$ cat src/rtl/svm_mac_accumulator.sv
// Signed saturating accumulate-and-decide stage: sums one vector of terms on a bias seed
// and reports the decision value, class bit and term count at the end of each vector.
module svm_mac_accumulator #(
    parameter int bitwidth = 25,
    parameter int accwidth = 32,
    parameter int cntwidth = 10
) (
    input  logic                clk,
    input  logic                rst_n,
    input  logic                in_valid,
    input  logic [bitwidth-1:0] in_data,
    input  logic                in_first,
    input  logic                in_last,
    input  logic [accwidth-1:0] bias,
    output logic                out_valid,
    output logic [accwidth-1:0] out_sum,
    output logic                out_class,
    output logic [cntwidth-1:0] out_count,
    output logic                out_err
);

    typedef enum logic {IDLE, ACC} state_t;

    state_t                state_q, state_d;
    logic [accwidth-1:0]   acc_q, acc_d;
    logic [cntwidth-1:0]   cnt_q, cnt_d;
    logic                  out_valid_q, out_valid_d;
    logic [accwidth-1:0]   out_sum_q, out_sum_d;
    logic                  out_class_q, out_class_d;
    logic [cntwidth-1:0]   out_count_q, out_count_d;
    logic                  out_err_q, out_err_d;

    logic [accwidth-1:0]   term;
    logic [accwidth-1:0]   base;
    logic [accwidth-1:0]   sum;
    logic [cntwidth-1:0]   cnt_next;

    // One extra bit of headroom; differing top bits mean the true sum left the range.
    function automatic logic [accwidth-1:0] sat_add(input logic [accwidth-1:0] a,
                                                    input logic [accwidth-1:0] b);
        logic [accwidth:0] s;
        s = {a[accwidth-1], a} + {b[accwidth-1], b};
        if (s[accwidth] != s[accwidth-1])
            return s[accwidth] ? {1'b1, {(accwidth-1){1'b0}}} : {1'b0, {(accwidth-1){1'b1}}};
        return s[accwidth-1:0];
    endfunction

    // A first beat reseeds from bias regardless of state, so one adder serves both cases.
    assign term     = accwidth'($signed(in_data));
    assign base     = in_first ? bias : acc_q;
    assign sum      = sat_add(base, term);
    assign cnt_next = in_first ? cntwidth'(1) : ((&cnt_q) ? cnt_q : cnt_q + 1'b1);

    always_comb begin
        // NOTE: every signal gets a default first so no path can infer a latch.
        state_d     = state_q;
        acc_d       = acc_q;
        cnt_d       = cnt_q;
        out_valid_d = 1'b0;
        out_err_d   = 1'b0;
        out_sum_d   = out_sum_q;
        out_class_d = out_class_q;
        out_count_d = out_count_q;

        if (in_valid) begin
            if (in_first || state_q == ACC) begin
                acc_d     = sum;
                cnt_d     = cnt_next;
                out_err_d = in_first && (state_q == ACC);
                if (in_last) begin
                    out_valid_d = 1'b1;
                    out_sum_d   = sum;
                    out_class_d = ~sum[accwidth-1];
                    out_count_d = cnt_next;
                    state_d     = IDLE;
                end else begin
                    state_d     = ACC;
                end
            end else begin
                out_err_d = 1'b1;
            end
        end
    end

    // NOTE: sequential state uses non-blocking assignments so every flop samples pre-edge values.
    always_ff @(posedge clk or negedge rst_n) begin
        if (!rst_n) begin
            state_q     <= IDLE;
            acc_q       <= '0;
            cnt_q       <= '0;
            out_valid_q <= 1'b0;
            out_sum_q   <= '0;
            out_class_q <= 1'b0;
            out_count_q <= '0;
            out_err_q   <= 1'b0;
        end else begin
            state_q     <= state_d;
            acc_q       <= acc_d;
            cnt_q       <= cnt_d;
            out_valid_q <= out_valid_d;
            out_sum_q   <= out_sum_d;
            out_class_q <= out_class_d;
            out_count_q <= out_count_d;
            out_err_q   <= out_err_d;
        end
    end

    assign out_valid = out_valid_q;
    assign out_sum   = out_sum_q;
    assign out_class = out_class_q;
    assign out_count = out_count_q;
    assign out_err   = out_err_q;

endmodule

$ cat config.mk
export PLATFORM = sky130hd
export DESIGN_NAME = svm_mac_accumulator
export DESIGN_NICKNAME = d
export VERILOG_FILES = /design/src/rtl/svm_mac_accumulator.sv
export SDC_FILE = /design/constraint.sdc
export NUM_CORES = 1
export LEC_CHECK = 0
export CELL_PAD_IN_SITES_DETAIL_PLACEMENT = 1
export CELL_PAD_IN_SITES_GLOBAL_PLACEMENT = 2
export CORE_MARGIN = 3
export CORE_UTILIZATION = 35
export CTS_BUF_LIST = sky130_fd_sc_hd__clkbuf_4 sky130_fd_sc_hd__clkbuf_8 sky130_fd_sc_hd__clkbuf_16
export DETAILED_ROUTE_END_ITERATION = 10
export PLACE_DENSITY_LB_ADDON = 0.1
export RECOVER_POWER = 50
export SLEW_MARGIN = 30
export SYNTH_ARGS = -nofsm -noshare
export SYNTH_HDL_FRONTEND = slang
export SYNTH_SLANG_ARGS = --single-unit
$ cat constraint.sdc
create_clock -name clk -period 6.55 [get_ports clk]
set_clock_uncertainty 0.05 [all_clocks]
set_input_delay 0.655 -clock clk [delete_from_list [all_inputs] [get_ports clk]]
set_output_delay 0.655 -clock clk [all_outputs]
set_load 0.01 [all_outputs]
## Word level (Yosys, flattened, before mapping)

Index checks and enable logic that the tools add are counted.
W data, S select, Z words.

- Memories: 0
- Memory bits (read-only): 0
- Bits in writable memories: 0
- Flip-flop bits (word level): 88
- Logic and storage cells: 30
- Latch bits: 0

- $lt $le $gt $ge: 0
- Reduce and logical (&&, ||, !) cells: 5
- Shift operators: 0
- Divide/modulo/power cells: 0
- $add $sub $neg: 2
- Bitwise operators: 1
- $mul: 0
- Eq/ne operators: 1
- Muxes and demuxes: 13

Operators with widths:

| operator | number |
|---|---|
| $mux W32 | 4 |
| $add A32 B25 Y33 | 1 |
| $mux W10 | 2 |
| $add A10 B1 Y10 const B | 1 |
| $reduce_and A10 Y1 | 1 |
| $mux W1 | 7 |
| $reduce_and A3 Y1 | 1 |
| $reduce_and A2 Y1 | 1 |
| $logic_and A1 B1 Y1 | 1 |
| $logic_or A1 B1 Y1 | 1 |
| $ne A1 B1 Y1 | 1 |
| $not A1 Y1 | 1 |

## Logic depth before layout (Yosys ltp)

Gate-level depths: netlist of the first run.

- Depth after elaboration: 6
- Mapped depth: 15

## Worst setup path after synthesis of the first run

No wires, ideal clock.

- Path type: input-to-reg
- From: input port in_first
- To: register acc_q[28]
- Slack: 2,329 ps
- Arrival time: 4,089 ps
- Cell stages on the path: 14
- Cell sequence: clkbuf_1 > buf_1 > mux2_2 > ha_1 > a21oi_2 > o211ai_2 > a2111o_1 > a41o_1 > a21o_1 > or3_4 > and2_4 > buf_6 > buf_6 > a31oi_1

- Cells in the longest elaborated chain, start to end: 5
- Elaborated cells on any way between the ends: 9
- Those cells by class: 1 x add/sub; 1 x eq/ne; 5 x mux; 2 x reduce/logical

RTL lines:

| element | line | text |
|---|---|---|
| start, declared | 12 | `input logic in_first,` |
| $mux W32 | 50 | `assign base = in_first ? bias : acc_q;` |
| $add A32 B25 Y33 | 42 | `s = {a[accwidth-1], a} + {b[accwidth-1], b};` |
| $mux W32 / $ne A1 B1 Y1 (equally long branches) | 44, 43 |  |
| $mux W32 / $mux W1 (equally long branches) | 43 | `if (s[accwidth] != s[accwidth-1])` |
| $mux W32 | 45 | `return s[accwidth-1:0];` |
| end signal, assigned | 89 | `acc_q <= '0;` |
| end signal, assigned | 98 | `acc_q <= acc_d;` |
| end, declared | 25 | `logic [accwidth-1:0] acc_q, acc_d;` |

Several ways; a longest one is shown, not always the timed one. The select of a mux whose other input is x is not followed.
A chain may end at the register's enable or synchronous reset.

## Worst setup path after layout of the first run

- From: input port in_first
- To: register acc_q[5]

The elaborated chain is that of the path after synthesis.

==> out/results.tsv, run 1 <==
metric	value	unit
Worst-path clk slew	0.08	ns
status	finished with violations	
clk root buf	clkbuf_16	
dominant cells by area after synthesis	dfrtp_1, ha_1, a31oi_1, mux2_2, nor2_1	
xor and xnor area share after synthesis	0.03943	
final hold violation count	0	
critical path class	primary input to register	
boundary pin count	107	
layout cell share with drive strength beyond 1	0.09021	
clock sink count	88	
Max Cap Violations	2	
mapped cell area	5997	µm²
Main synth FF type	dfrtp_1	
average wire per standard cell	18.77	µm
worst path required time	6.69	ns
Detailed Route WL	18.69	mm
Max Clk Rate	219.8	MHz
Fin Setup TNS	0	ns
largest net degree at the start of global routing	67	
startpoint types	primary input	
Switch Pwr	1352	µW
commonest non-fill, non-tap cells in the layout	dfrtp_1, nor2_1, clkdlybuf4s50_1	
routability cong.	0.8261	
post_cts resized	0	
synth unique cells	65	
Synth area leader	dfrtp_1	
first-pass GRT wire length	30.10	mm
Seq pwr share	0.286	
antenna viol nets, final	0	
commonest non-fill, non-tap cell in the layout	dfrtp_1	
HP Start	out_count[6]	
failing checks	max-capacitance violations, max-slew violations	
Min-Delay Path Class	register to register	
power per standard cell area	419.9	nW/µm²
YS warnings	0	
Clk Latency, worst-skew pair	0.36	ns
Clk pwr share	0.179	
Final Core Density	0.4484	
# diodes	0	
Final Critical Period	4.550	ns
area grow syn2layout	24.87	%
Yosys top cell area share	0.3672	
Die X	136.9	µm
Max VDD drop	0.1826	mV
DRC Markers	0	
worst slack, placed	1.652	ns
Cell Chain, Critical Path	buf_2 > buf_4 > mux2_2 > ha_1 > and3_1 > and2_1 > o2111ai_1 > o22ai_1 > a21oi_1 > nand3_1 > and2_4 > a31oi_1	
Int Pwr	1792	µW
number of flops mapped to enable cells by yosys	0	
DRT Pass-1 Iters	4	
Slew @ Worst Pin	2.994	ns
final setup violation count	0	
Slew HR	-0.9959	
worst reg-to-reg setup slack	2.57	ns
Initial Utilization	0.3591	
Sw Share	0.4301	
H-tree Lvls	3	
FFs w/ async S/R, synth	1.000	
fin. max-slew vios	91	
Fillers	1966	
Hold Path End	out_count[6]	
R2R Path Start	acc_q[1]	
post-synthesis simple-gate area fraction	0.1721	
postcts setup bufs	0	
grt total ovfl	0	
Final Net Count	868	
Synth Instances	689	
Period Utilization, post-route	0.6946	
port buffer count	106	
TritonCTS Buffers	9	
Longest Clk Path Bufs	2	
reg2reg end	acc_q[5]	
DR iter-0 viols	296	
post-synthesis register bit count	88	
DIE HEIGHT	136.9	µm
crit path max fanout	56	
Crit path largest cell delay	0.61	ns
Synth Area per Inst	8.704	µm²
mux share of post-synthesis cell area	0.06822	
Setup crit end kind	register	
CTS tree	done	
CP arrival	4.69	ns
post-DP HPWL	13.73	mm
reg2reg path depth	11	
PnR Total Power	3144	µW
P_leak	0.003137	µW
core box area	16700	µm²
Adder-Cell Fraction of Synth Area	0.07427	
row count	47	
Comb pwr share	0.535	
vias per cell	5.499	
post-synthesis compound-gate area fraction	0.2383	
main combinational cell family by area after synthesis	compound AO/OA/AOI/OAI gates	
PnR worst setup slack	2.000	ns
total die area	18740	µm²
Crit-path slowest cell	and2_4	
hold depth	2	
antenna violations before repair	0	
vias	5477	
Hold Buf Count CTS	0	
vias in the first global route	5677	
total track usage	0.2038	
RSZ-0062 raised after global routing	no	
sequential-to-total area share from yosys stat	0.3672	
syn nets	786	
-- synthesized netlist by cell type, types with 3 or more instances --
cell and number:
o31ai_1 10, a21oi_1 44, xnor2_1 13, and2_1 5
nor2_1 86, a31oi_1 61, dfrtp_1 88, inv_1 13
nand2_1 74, mux2_2 31, buf_2 5, clkbuf_1 27
a311o_1 3, buf_1 3, mux2i_1 6, a211o_1 4
or2_2 3, nand4_1 4, nor3_1 11, nand2b_1 8
a21o_1 13, ha_1 34, o22ai_1 3, buf_6 5
xor2_1 14, o21ai_0 38, o21a_1 5, and3_1 6
nor2b_1 6, nand3_1 17, o41ai_1 3
-- cell type report --
| type | count | area, µm² | share of cell area |
|---|---|---|---|
| Clock inverter | 6 | 76.32 | 0.01019 |
| Inverter | 13 | 51.30 | 0.006850 |
| Timing Repair Buffer | 111 | 1084 | 0.1447 |
| Clock buffer | 10 | 232.7 | 0.03108 |
| Tap cell | 220 | 275.3 | 0.03676 |
| Sequential cell | 88 | 2202 | 0.2941 |
| Multi-Input combinational cell | 548 | 3567 | 0.4764 |
-- through the flow --
step | hold slack (ns) | cells | cell area, µm²
finish | 0.4195 | 996 | 7488
global route | 0.4482 | 996 | 7488
CTS | 0.2037 | 996 | 7488
detailed placement | 0.4118 | 980 | 7179
global placement | 0.4094 | 980 | 7177
floorplan | 0.3094 | 689 | 5997
-- flip-flops by register name, summed over array words and instances (netlist names) --
register and flops:
out_count 10, out_err 1, acc_q 32, out_sum 32, out_valid 1, cnt_q 10, state_q 1, out_class 1
-- logic make-up after synthesis --
family / count (synthesis)
compound gates: 217
xor+xnor: 27
fa+ha+maj: 35
buf+inv: 53
flops: 88
mux: 37
simple gates: 232
-- critical path, delay by kind of cell --
kind / cells / cell delay [ns]
AO/OA/AOI/OAI: 4 / 1.04
multiplexers: 1 / 0.37
AND/OR/NAND/NOR: 4 / 1.26
buffers and inverters: 2 / 0.84
adder cells (fa/ha/maj): 1 / 0.45
-- power by group through the flow --
stage | clock, µW | combinational [µW] | sequential [µW]
floorplan | 0 | 1090 | 923
CTS | 576 | 1710 | 907
detailed placement | 0 | 1700 | 915
global route | 601 | 1870 | 933
finish | 563 | 1680 | 900
global placement | 0 | 1660 | 905
-- layer usage --
metal  vias to the layer above  share of wire  global-route usage
li1                       2678              -                   -
met1                      2689           0.48              0.2844
met2                        95           0.47              0.3294
met3                        15          0.035             0.02978
met4                         0          0.012             0.05820
met5                         -              0                   0
-- how the worst max path moves through the flow --
| stage | from | endpoint | cells past startpoint |
|---|---|---|---|
| 6_report | in_first | acc_q[5] | 12 |
| 5_1_grt | rst_n | acc_q[9] | 2 |
| 4_1_cts | in_first | out_sum[17] | 12 |
| 3_5_place_dp | in_first | acc_q[3] | 12 |
| 3_3_place_gp | in_first | out_sum[28] | 12 |
| 2_1_floorplan | in_first | acc_q[28] | 14 |
Note: power is estimated with default switching activity, not from simulation.
==> inputs of run 2 (changes only) <==
--- a/config.mk
+++ b/config.mk
@@ -8,7 +8,7 @@
 export CELL_PAD_IN_SITES_DETAIL_PLACEMENT = 1
 export CELL_PAD_IN_SITES_GLOBAL_PLACEMENT = 2
 export CORE_MARGIN = 3
-export CORE_UTILIZATION = 35
+export CORE_UTILIZATION = 29
 export CTS_BUF_LIST = sky130_fd_sc_hd__clkbuf_4 sky130_fd_sc_hd__clkbuf_8 sky130_fd_sc_hd__clkbuf_16
 export DETAILED_ROUTE_END_ITERATION = 10
 export PLACE_DENSITY_LB_ADDON = 0.1
==> constraint.sdc (replaced) <==
create_clock -name clk -period 4.1 [get_ports clk]
set_clock_uncertainty 0.05 [all_clocks]
set_input_delay 0.41 -clock clk [delete_from_list [all_inputs] [get_ports clk]]
set_output_delay 0.41 -clock clk [all_outputs]
set_load 0.01 [all_outputs]
==> run 2 against run 1 <==
Net effect:
- the run still ends with max-capacitance violations, max-slew violations left
- cell area increased by 3.3%
- final cell count increased by 7.1%
- die area increased by 20%
- sequential share of layout area decreased by 0.95 points
- hold slack improved by 0.0042 ns
- first-iteration DRC count decreased by 27%
- non-clock buffer count increased by 27
- critical path depth unchanged
- utilization decreased by 6.0 points
- register-to-register slack got worse by 2.2 ns
- critical path type unchanged
- largest cell class unchanged
- largest power group unchanged
==> out/results.tsv, run 2 (same netlist as run 1, synthesis figures left out) <==
metric	value	unit
status	finished with violations	
failing checks	max-capacitance violations, max-slew violations	
crit path max fanout	56	
Max Cap Violations	1	
port buffer count	106	
worst slack, placed	-0.07472	ns
Max VDD drop	0.2528	mV
clk root buf	clkbuf_16	
post-DP HPWL	14.82	mm
PnR worst setup slack	0.3025	ns
antenna viol nets, final	0	
Longest Clk Path Bufs	2	
fin. max-slew vios	57	
Setup crit end kind	register	
Final Critical Period	3.797	ns
vias in the first global route	5930	
Detailed Route WL	19.46	mm
Worst-path clk slew	0.07	ns
Max Clk Rate	263.3	MHz
antenna violations before repair	0	
CTS tree	done	
Cell Chain, Critical Path	clkdlybuf4s50_1 > mux2i_1 > inv_1 > ha_1 > a211o_1 > a211o_1 > a311oi_2 > o22ai_1 > a21oi_1 > or3_4 > and2_4 > a31oi_1	
worst reg-to-reg setup slack	0.40	ns
DRT Pass-1 Iters	4	
final setup violation count	0	
Clk Latency, worst-skew pair	0.35	ns
worst path required time	4.24	ns
cell mode on critical path	a211o_1	
commonest non-fill, non-tap cells in the layout	dfrtp_1, nor2_1, clkdlybuf4s50_1	
core box area	19910	µm²
routability cong.	0.8327	
R2R Path Start	acc_q[1]	
DIE HEIGHT	149.8	µm
vias per cell	5.201	
GR Util met2	0.2935	
startpoint types	primary input	
P_leak	0.003248	µW
postcts setup bufs	0	
Slew @ Worst Pin	3.228	ns
reg2reg path depth	11	
final hold violation count	0	
Period Utilization, post-route	0.9262	
layout cell share with drive strength beyond 1	0.1197	
Min-Delay Path Class	register to register	
grt met1 use	0.2436	
Fillers	2355	
RSZ-0062 raised after global routing	no	
critical path class	primary input to register	
total track usage	0.1771	
Multi-input gate area	3560	µm²
Initial Utilization	0.3012	
row count	51	
Crit path largest cell delay	0.55	ns
first-pass GRT wire length	31.78	mm
commonest non-fill, non-tap cell in the layout	dfrtp_1	
Hold Buf Count CTS	0	
Reg area	2202	µm²
vias	5550	
Die X	149.8	µm
Final Net Count	895	
CP arrival	3.94	ns
area grow syn2layout	29.04	%
Crit-path slowest cell	and2_4	
HP Start	out_count[6]	
grt total ovfl	0	
boundary pin count	107	
DR iter-0 viols	216	
largest net degree at the start of global routing	67	
total die area	22440	µm²
DRC Markers	0	
post_cts resized	0	
Critical Path Source	bias[1]	
power per standard cell area	654.6	nW/µm²
average wire per standard cell	18.23	µm
# diodes	0	
hold depth	2	
TritonCTS Buffers	9	
non-filler cells, final	1067	
clock sink count	88	
met3 Track Usage GR	0.02544	
Slew HR	-1.152	
hold slack	0.4237	ns
H-tree Lvls	3	
Inst Count DP	1052	
Most Crowded Layer GR	met2	
-- run 2: cell types whose count changed in the layout (fill, tap and decap cells not counted), sizes merged --
cell           change
buf               +28
bufinv             -1
clkbuf             -1
clkdlybuf4s50      +1
clkinv             +1
clkinvlp           +1
dlygate4sd3        -1
inv                -2
-- run 2: metrics by stage --
step | setup TNS (ns) | instance area (µm²) | power (µW) | util
4_1_cts | 0 | 7742 | 5172 | 0.3889
3_3_place_gp | 0 | 7461 | 4262 | 0.3747
3_5_place_dp | -2.692 | 7461 | 4323 | 0.3747
6_report | 0 | 7739 | 5065 | 0.3887
5_1_grt | 0 | 7739 | 5495 | 0.3887
2_1_floorplan | 0 | 5997 | 3209 | -
-- run 2: final cells by class --
cell class                      instances  share of cell area
Inverter                               13            0.006306
Sequential cell                        88              0.2846
Clock inverter                          5            0.005497
Tap cell                              265             0.04285
Clock buffer                           10             0.03088
Multi-Input combinational cell        548              0.4600
Timing Repair Buffer                  138              0.1699
-- run 2: critical path, delay by kind of cell --
| family | cells | cell delay [ns] |
|---|---|---|
| simple gates | 2 | 0.76 |
| mux | 1 | 0.21 |
| buf+inv | 2 | 0.48 |
| fa+ha+maj | 1 | 0.29 |
| compound gates | 6 | 1.70 |
-- run 2: final timing paths --
kind,to
max in group asynchronous,out_sum[13]
worst max-delay path,acc_q[23]
worst max register to register,acc_q[23]
worst min-delay path,out_count[6]
min in group asynchronous,out_sum[23]
worst min register to register,out_count[6]
-- run 2: where the power goes --
part | switching (µW) | total, µW | internal (µW)
sequential | 218 | 1440 | 1220
clock | 385 | 816 | 430
combinational | 1560 | 2810 | 1260
total | 2160 | 5070 | 2910
-- run 2: metal layers --
layer | part of all wire | vias up
met5 | 0 | -
met4 | 0.011 | 0
met3 | 0.026 | 11
met2 | 0.47 | 86
met1 | 0.50 | 2719
li1 | - | 2734
==> inputs of run 3 (changes only) <==
--- a/config.mk
+++ b/config.mk
@@ -5,6 +5,7 @@
 export SDC_FILE = /design/constraint.sdc
 export NUM_CORES = 1
 export LEC_CHECK = 0
+export CAP_MARGIN = 0
 export CELL_PAD_IN_SITES_DETAIL_PLACEMENT = 1
 export CELL_PAD_IN_SITES_GLOBAL_PLACEMENT = 2
 export CORE_MARGIN = 3
==> results of run 3 <==
No change in the layout: final DEF, timing and power equal those of run 2.
